File: config.mk
export PLATFORM = sky130hd
export DESIGN_NAME = bist_misr
export DESIGN_NICKNAME = d
export VERILOG_FILES = /design/src/rtl/bist_pkg.sv /design/src/rtl/bist_misr.sv
export SDC_FILE = /design/constraint.sdc
export NUM_CORES = 1
export LEC_CHECK = 0
export ABC_AREA = 1
export CAP_MARGIN = 10
export CELL_PAD_IN_SITES_DETAIL_PLACEMENT = 1
export CELL_PAD_IN_SITES_GLOBAL_PLACEMENT = 1
export CORE_MARGIN = 1
export CORE_UTILIZATION = 29
export CTS_CLUSTER_SIZE = 16
export DETAILED_ROUTE_END_ITERATION = 6
export PLACE_DENSITY = 0.76
export SYNTH_ARGS = -nofsm -noshare
export SYNTH_HDL_FRONTEND = slang
export SYNTH_SLANG_ARGS = --single-unit
File: constraint.sdc
create_clock -name clk -period 3.2 [get_ports clk]
set_clock_uncertainty 0.15 [all_clocks]
set_input_delay 0.48 -clock clk [delete_from_list [all_inputs] [get_ports clk]]
set_output_delay 0.48 -clock clk [all_outputs]
set_load 0.01 [all_outputs]
File: src/rtl/bist_pkg.sv
// Shared BIST definitions: checker state encoding, MISR defaults and the
// expected applied-cycle count derived from the controller's N/M loop bounds.
package bist_pkg;

  typedef enum logic [1:0] {
    ST_IDLE    = 2'd0,
    ST_COMPACT = 2'd1,
    ST_COMPARE = 2'd2,
    ST_DONE    = 2'd3
  } bist_state_e;

  localparam int BIST_N = 8;
  localparam int BIST_M = 9;

  // Controller runs (N+1)*(M+1) slots but the final one carries BIST_END only.
  function automatic int exp_cycles(input int n, input int m);
    return (n + 1) * (m + 1) - 1;
  endfunction

  localparam int         EXP_CYCLES_DEF = exp_cycles(BIST_N, BIST_M);
  localparam logic [7:0] POLY_DEF       = 8'h1D;
  localparam logic [7:0] SEED_DEF       = 8'hFF;

endpackage

File: src/rtl/bist_misr.sv
// Multiple-input signature register; load has priority over en, one-edge update.
module bist_misr
  import bist_pkg::*;
#(
  parameter int         W    = 8,
  parameter logic [W-1:0] POLY = W'(POLY_DEF),
  parameter logic [W-1:0] SEED = W'(SEED_DEF)
) (
  input  logic         clk,
  input  logic         rst_n,
  input  logic         load,
  input  logic         en,
  input  logic [W-1:0] data_in,
  output logic [W-1:0] sig
);

  logic [W-1:0] sig_q, sig_d;

  always_comb begin
    sig_d = sig_q;
    if (load) begin
      sig_d = SEED;
    end else if (en) begin
      sig_d = {sig_q[W-2:0], 1'b0} ^ (sig_q[W-1] ? POLY : '0) ^ data_in;
    end
  end

  always_ff @(posedge clk or negedge rst_n) begin
    if (!rst_n) begin
      sig_q <= SEED;
    end else begin
      sig_q <= sig_d;
    end
  end

  assign sig = sig_q;

endmodule

==> flow_summary.toml, run 1 <==
[outcome]
outcome = "finished, final reports clean"

[routing]
detail_route.drc_violations = 0
detailedRoute.firstIterationViolations = 1
drt-wirelength-per-cell_um = 11.76
ant_nets = 0
drt_first_pass_iters = 3
detailed_route_wire_length_mm = 1.082
via_per_inst = 4.804
num_vias = 442

[floorplan]
die-area_um2 = 1728
row_count = 13
dieHeight_um = 41.58
starting_utilization_of_the_core_area_pct = 32.85
coreArea_um2 = 1383
num_io_pins = 20
die-width_um = 41.58

[setup_path]
crit_path_max_fanout = 7
timing.critical_path.arrival_ns = 1.40
worst_setup_end_kind = "output pin"
crit_chain = "clkdlybuf4s50_1"
crit_path_start_kind = "flip-flop"
category_of_the_most_critical_setup_path = "reg -> out"
worst_path_largest_cell_delay_ns = 0.60
critPathBufInv = 1
critPathSlowestCell = "dfstp_2"
crit_path_max_delay_family = "flip-flops"
required_ns = 2.57

[sta]
setup-violations-final = 0
rsz0062_at_grt = "no"
worst-slew-pin-transition_ns = 0.3770
timing.final.hold_violations = 0
max_freq_ghz = 0.4917
finalCritPeriodShare_pct = 63.55
post-route-min-period_ns = 2.034
timing.slew.headroom_pct = 74.79
final_slew_violations = 0
timing.setup.tns_ns = 0

[logic_synthesis]
synth_top_family_by_area = "simple AND/OR/NAND/NOR gates"
ys_types = 11
synthXorXnorAreaFrac_pct = 9.642
yosys.area_share.adder_pct = 0
mappedNetlistArea_um2 = 454.2
postSynthCellCount = 57
synth_simple_gate_area_share_pct = 19.56
ys_ff_latch = 8
syn-num-nets = 69
yosysWarnings = 0
synth.area.mux_share_pct = 0
post_synth.cell_area_avg_um2 = 7.968
synth-compound-area-share_pct = 14.33
synth_seq_area_share_pct = 46.28

[placement]
estimated_wirelength_of_the_detail_placed_design_um = 817.9
portBuffers = 19
post-place-cells = 89
routabilityCongestion = 0.7144

[cells_and_area]
nNetsFinal = 91
drive_gt1_share_pct = 16.88
post_layout_nonfiller_instances = 92
largest_reg_flops = 8
n_antenna_cell = 0
layout.core_utilization_pct = 48.42
area_delta_synth_final_pct = 47.38
layout.filler_cells = 167

[power]
powerDensity_nw_per_um2 = 412.2
power_switching_share_pct = 27.39
vdd.ir_drop.worst_uv = 210.9
net-switching-power_uw = 75.58
share_comb_of_total_power_pct = 26.2
seq_power_share_pct = 45.6
p_int_uw = 200.3
p_clk_share_pct = 28.2
total_leakage_power_uw = 0.0003063

[hold_path]
hold_path_class = "reg -> reg"

[clocking]
cts.reportedPaths.clkPinSlew_ns = 0.06
post_cts_repair_setup_buffers = 0
tritoncts.num_buffers = 3
cts_hold_buffers = 0
post_cts_resized = 0
cts.htree.levels = 1
insertion_delay_ns = 0.25
clk_root_buf = "clkbuf_4"
clock_tree.buffer_depth = 2
cts.sink_count = 8
tritoncts_clock_tree = "yes"

[global_route]
grt_pass1_wl_mm = 1.952
grt.met3_usage_pct = 2.609
grt_pass1_vias = 446
antenna_found_initial = 0
grt_most_used_layer = "met2"
globalRouteMet1Util_pct = 18.90
grt_max_degree = 14
globalRouteMet2Util_pct = 23.75
grtUsageTotal_pct = 14.55
gr-total-overflow = 0

[job]
drv_cap = 0
## worst paths after layout
check	start	end	slack, ns	cells past startpoint
setup / recovery	sig[7]	sig[7]	1.17	1
hold / removal	sig[5]	sig[6]	0.41	2
setup reg to reg	sig[7]	sig[4]	2.02	6
hold reg to reg	sig[5]	sig[6]	0.41	2
max in group asynchronous	rst_n	sig[2]	2.23	1
min in group asynchronous	rst_n	sig[0]	0.64	1
## cell families (layout without fill, tap and decap cells)
family,Yosys count,in the layout
flops,8,8
buf+inv,10,30
xor+xnor,5,5
simple gates,21,21
compound gates,13,13
## cell type report
class | instances | area [µm²] | share of cell area, %
Inverter | 8 | 30.03 | 4.486
Timing Repair Buffer | 19 | 190.2 | 28.41
Sequential cell | 8 | 210.2 | 31.40
Multi-Input combinational cell | 39 | 197.7 | 29.53
Tap cell | 15 | 18.77 | 2.804
Clock buffer | 3 | 22.52 | 3.364
## synthesized netlist by cell type
cell	n	area share, %
nand2_1	14	12
a21oi_1	8	8.8
dfstp_2	8	46
inv_1	7	5.8
nand3_1	6	6.6
o21ai_1	5	5.5
xnor2_1	5	9.6
buf_2	1	1.1
buf_6	1	2.5
inv_2	1	0.83
nand2_2	1	1.4
## through the flow
stage	setup slack (ns)	hold WS, ns	area [µm²]	total power (µW)
after global placement	1.448	0.3941	646.9	198.2
after global routing	1.122	0.4365	669.4	293.1
after floorplan	1.985	0.1822	454.2	161.4
after detailed placement	1.439	0.4049	646.9	200.2
final	1.166	0.4130	669.4	275.9
after CTS	1.157	0.4145	669.4	280.4
## cell usage in the layout (no fill, tap or decap)
| master | count |
|---|---|
| inv_2 | 1 |
| a21oi_1 | 8 |
| xnor2_1 | 5 |
| dfstp_2 | 8 |
| clkdlybuf4s50_1 | 19 |
| nand3_1 | 6 |
| nand2_2 | 1 |
| clkbuf_4 | 3 |
| o21ai_1 | 5 |
| nand2_1 | 14 |
| inv_1 | 7 |
## routing by layer
layer  up-vias  wire (µm)
li1        221          -
met3         3         53
met2        17        522
met5         -          0
met1       201        485
met4         0         21
## power by group through the flow
stage,clock [µW],sequential (µW),combinational (µW)
6_report,77.7,126,72.3
5_1_grt,85.2,128,79.9
4_1_cts,80.8,126,73.5
3_5_place_dp,0,127,72.8
3_3_place_gp,0,127,71.5
2_1_floorplan,0,130,31.3
Power figures use the tool's default switching activity.
==> inputs of run 2 (changes only) <==
CORE_UTILIZATION = 27   (was 29)
PLACE_DENSITY = 0.71   (was 0.76)
clock period = 1.9 ns   (was 3.2 ns; I/O delays follow)
==> flow_summary.toml, run 2 (synthesis gave the netlist of run 1 again) <==
[setup_path]
r2r_start = "sig[7]"
crit_chain = "clkdlybuf4s50_1"
required_ns = 1.46
crit_path_max_fanout = 7
ff2ff_path_depth = 6
crit_path_start_kind = "flip-flop"
timing.critical_path.arrival_ns = 1.40
reg2reg_setup_slack_ns = 0.74
worst_path_largest_cell_delay_ns = 0.59
worst_setup_end_kind = "output pin"
critPathBufInv = 1
crit_path_max_delay_family = "flip-flops"
r2r_end = "sig[4]"
critPathSlowestCell = "dfstp_2"
category_of_the_most_critical_setup_path = "reg -> out"

[clocking]
cts.htree.levels = 1
cts.sink_count = 8
cts.reportedPaths.clkPinSlew_ns = 0.06
post_cts_resized = 0
tritoncts.num_buffers = 3
clock_tree.buffer_depth = 2
post_cts_repair_setup_buffers = 0
clk_root_buf = "clkbuf_4"
tritoncts_clock_tree = "yes"
insertion_delay_ns = 0.25
cts_hold_buffers = 0

[hold_path]
hold_path_end = "sig[5]"
hold-path-cell-count = 2
hold_path_startpoint = "sig[4]"
hold_path_class = "reg -> reg"

[floorplan]
die-width_um = 43.02
die-area_um2 = 1850
coreArea_um2 = 1541
dieHeight_um = 43.02
starting_utilization_of_the_core_area_pct = 29.46
num_io_pins = 20
row_count = 14

[global_route]
grt_max_degree = 14
grtUsageTotal_pct = 13.98
gr-total-overflow = 0
grt_pass1_vias = 438
antenna_found_initial = 0
grt_pass1_wl_mm = 1.863

[placement]
post-place-cells = 90
estimated_wirelength_of_the_detail_placed_design_um = 804.7
routabilityCongestion = 0.7173
portBuffers = 19

[cells_and_area]
n_antenna_cell = 0
drive_gt1_share_pct = 16.88
area_delta_synth_final_pct = 47.66
layout.core_utilization_pct = 43.51
post_layout_nonfiller_instances = 93
largest_reg_flops = 8
final_cell_mix = "clkdlybuf4s50_1 (19), nand2_1 (14), a21oi_1 (8), dfstp_2 (8), inv_1 (7)"
nNetsFinal = 91
layout_commonest_cell = "clkdlybuf4s50_1"

[outcome]
outcome = "finished, final reports clean"

[sta]
max_freq_ghz = 0.5438
timing.slew.headroom_pct = 75.22
final_slew_violations = 0
timing.setup.tns_ns = 0
finalCritPeriodShare_pct = 96.79
setup-violations-final = 0
rsz0062_at_grt = "no"
holdWs_ns = 0.4106
worst-slew-pin-transition_ns = 0.3706
post-route-min-period_ns = 1.839
timing.final.hold_violations = 0

[power]
power_switching_share_pct = 27.67
p_clk_share_pct = 28.8
seq_power_share_pct = 45.3
share_comb_of_total_power_pct = 25.9
p_int_uw = 337.5
total_leakage_power_uw = 0.0003063
vdd.ir_drop.worst_uv = 358.6
powerDensity_nw_per_um2 = 695.8
net-switching-power_uw = 129.1

[routing]
num_vias = 427
drt_first_pass_iters = 4
detailedRoute.firstIterationViolations = 4
ant_nets = 0
via_per_inst = 4.591
drt-wirelength-per-cell_um = 11.43
detailed_route_wire_length_mm = 1.063
detail_route.drc_violations = 0

[job]
drv_cap = 0
run 2: cell counts in the layout (fill, tap and decap cells not counted):
No cell type changed its count.
run 2: how the worst max path moves through the flow:
stage / start / end / slack, ns / cells after the start
floorplan: sig[7] / sig[4] / 0.80 / 5
global placement: sig[7] / sig[7] / 0.33 / 1
detailed placement: sig[7] / sig[7] / 0.33 / 1
CTS: sig[7] / sig[7] / 0.04 / 1
global route: sig[7] / sig[7] / 0.004 / 1
finish: sig[7] / sig[7] / 0.06 / 1
run 2: final cells by class:
cell class	instances	area [µm²]
tap	16	20.02
timing repair buffer	19	190.2
sequential	8	210.2
fill	197	870.8
inverter	8	30.03
multi-input combinational	39	197.7
clock buffer	3	22.52
run 2: power by group through the flow:
stage          combinational (µW)  sequential, µW  clock [µW]
4_1_cts                       123             212         143
3_5_place_dp                  122             214           0
5_1_grt                       133             214         152
3_3_place_gp                  122             213           0
2_1_floorplan                52.7             219           0
6_report                      121             211         134
run 2: per-stage QoR:
stage	area (µm²)	setup WS, ns	power, µW
floorplan	454.2	0.7978	271.8
global placement	648.1	0.3338	334.7
detailed placement	648.1	0.3328	336.0
CTS	670.6	0.04027	477.3
global route	670.6	0.003560	499.4
finish	670.6	0.06099	466.6
run 2: per-layer routing:
metal | part of all wire, % | wire length [µm] | up-vias | track usage, %
met2 | 49 | 523 | 10 | 21.82
met3 | 4.1 | 44 | 0 | 3.830
met5 | 0 | 0 | - | 0
met1 | 47 | 495 | 195 | 17.51
met4 | 0 | 0 | 0 | 7.273
li1 | - | - | 222 | -
==> inputs of run 3 (changes only) <==
REMOVE_ABC_BUFFERS = 1   (was not set)
SKIP_CTS_REPAIR_TIMING = 1   (was not set)
==> flow_summary.toml, run 3 (synthesis gave the netlist of run 1 again) <==
[outcome]
outcome = "finished, final reports clean"

[placement]
post-place-ws_ns = 0.3290
routabilityCongestion = 0.6961
portBuffers = 19
placedInstanceArea_um2 = 648.1
estimated_wirelength_of_the_detail_placed_design_um = 830.7

[cells_and_area]
area_delta_synth_final_pct = 47.66
largest_reg_flops = 8
final_cell_mix = "clkdlybuf4s50_1 (19), nand2_1 (14), a21oi_1 (8), dfstp_2 (8), inv_1 (7)"
n_antenna_cell = 0
layout_commonest_cell = "clkdlybuf4s50_1"
nNetsFinal = 91
drive_gt1_share_pct = 16.88
layout.core_utilization_pct = 43.51
layout.filler_cells = 199
layout.cell_area.non_filler_um2 = 670.6

[setup_path]
timing.critical_path.arrival_ns = 1.40
critPathSlowestCell = "dfstp_2"
crit_path_max_delay_family = "flip-flops"
worst_path_largest_cell_delay_ns = 0.60
crit_path_max_fanout = 7
category_of_the_most_critical_setup_path = "reg -> out"
crit_chain = "clkdlybuf4s50_1"
reg2reg_setup_slack_ns = 0.73
crit_path_start_kind = "flip-flop"
required_ns = 1.46
worst_setup_end_kind = "output pin"
critPathBufInv = 1

[floorplan]
coreArea_um2 = 1541
starting_utilization_of_the_core_area_pct = 29.46
row_count = 14
num_io_pins = 20
die-area_um2 = 1850
dieHeight_um = 43.02
die-width_um = 43.02

[global_route]
grt_pass1_vias = 448
gr-total-overflow = 0
grtUsageTotal_pct = 13.36
grt_max_degree = 14
grt_pass1_wl_mm = 1.863
antenna_found_initial = 0

[clocking]
cts.sink_count = 8
tritoncts_clock_tree = "yes"
cts.reportedPaths.clkPinSlew_ns = 0.06
insertion_delay_ns = 0.25
clk_root_buf = "clkbuf_4"
tritoncts.num_buffers = 3
clock_tree.buffer_depth = 2
cts.htree.levels = 1

[routing]
detail_route.drc_violations = 0
detailed_route_wire_length_mm = 1.038
via_per_inst = 4.677
drt_first_pass_iters = 2
detailedRoute.firstIterationViolations = 2
drt-wirelength-per-cell_um = 11.16
wl_met3_um = 48
routed.top_layer = "met3"
routed-wl-met2_um = 485
ant_nets = 0
routedLengthMet1_um = 503
num_vias = 435

[sta]
worst-slew-pin-transition_ns = 0.3738
max_freq_ghz = 0.5447
final_slew_violations = 0
timing.slew.headroom_pct = 75.05
finalCritPeriodShare_pct = 96.63
timing.final.hold_violations = 0
finalWorstSetupSlack_ns = 0.06404
timing.setup.tns_ns = 0
rsz0062_at_grt = "no"
setup-violations-final = 0
post-route-min-period_ns = 1.836

[power]
vdd.ir_drop.worst_uv = 350.3
total_leakage_power_uw = 0.0003063
powerDensity_nw_per_um2 = 690.1

[job]
drv_cap = 0

[hold_path]
hold_path_class = "reg -> reg"
[run 3: final timing paths]
check	start	endpoint	cells past startpoint
setup / recovery	sig[7]	sig[7]	1
hold / removal	sig[0]	sig[1]	2
setup reg to reg	sig[7]	sig[4]	6
hold reg to reg	sig[0]	sig[1]	2
max in group asynchronous	rst_n	sig[3]	1
min in group asynchronous	rst_n	sig[0]	1
[run 3: area by class of cell]
type                    count  area [µm²]  area share (%)
inverters                   8       30.03           4.478
flip-flops and latches      8       210.2           31.34
repair buffers             19       190.2           28.36
multi-input cells          39       197.7           29.48
well taps                  16       20.02           2.985
clock buffers               3       22.52           3.358
[run 3: per-layer routing]
| layer | vias up | GRT usage [%] |
|---|---|---|
| met3 | 0 | 2.979 |
| met1 | 199 | 15.61 |
| met5 | - | 0 |
| met2 | 13 | 22.42 |
| li1 | 223 | - |
| met4 | 0 | 7.273 |
[run 3: where the power goes]
| part | switching [µW] | internal [µW] |
|---|---|---|
| Combinational | 51.9 | 69.0 |
| Sequential | 15.6 | 196 |
| Clock | 58.0 | 72.3 |
| Total | 126 | 337 |
[run 3: through the flow]
stage | hold slack (ns) | power (µW) | instances
final | 0.4128 | 462.8 | 93
after CTS | 0.4185 | 471.9 | 93
after global placement | 0.3957 | 334.5 | 90
after floorplan | -0.01284 | 267.0 | 55
after detailed placement | 0.4094 | 336.7 | 90
after global routing | 0.4244 | 490.6 | 93
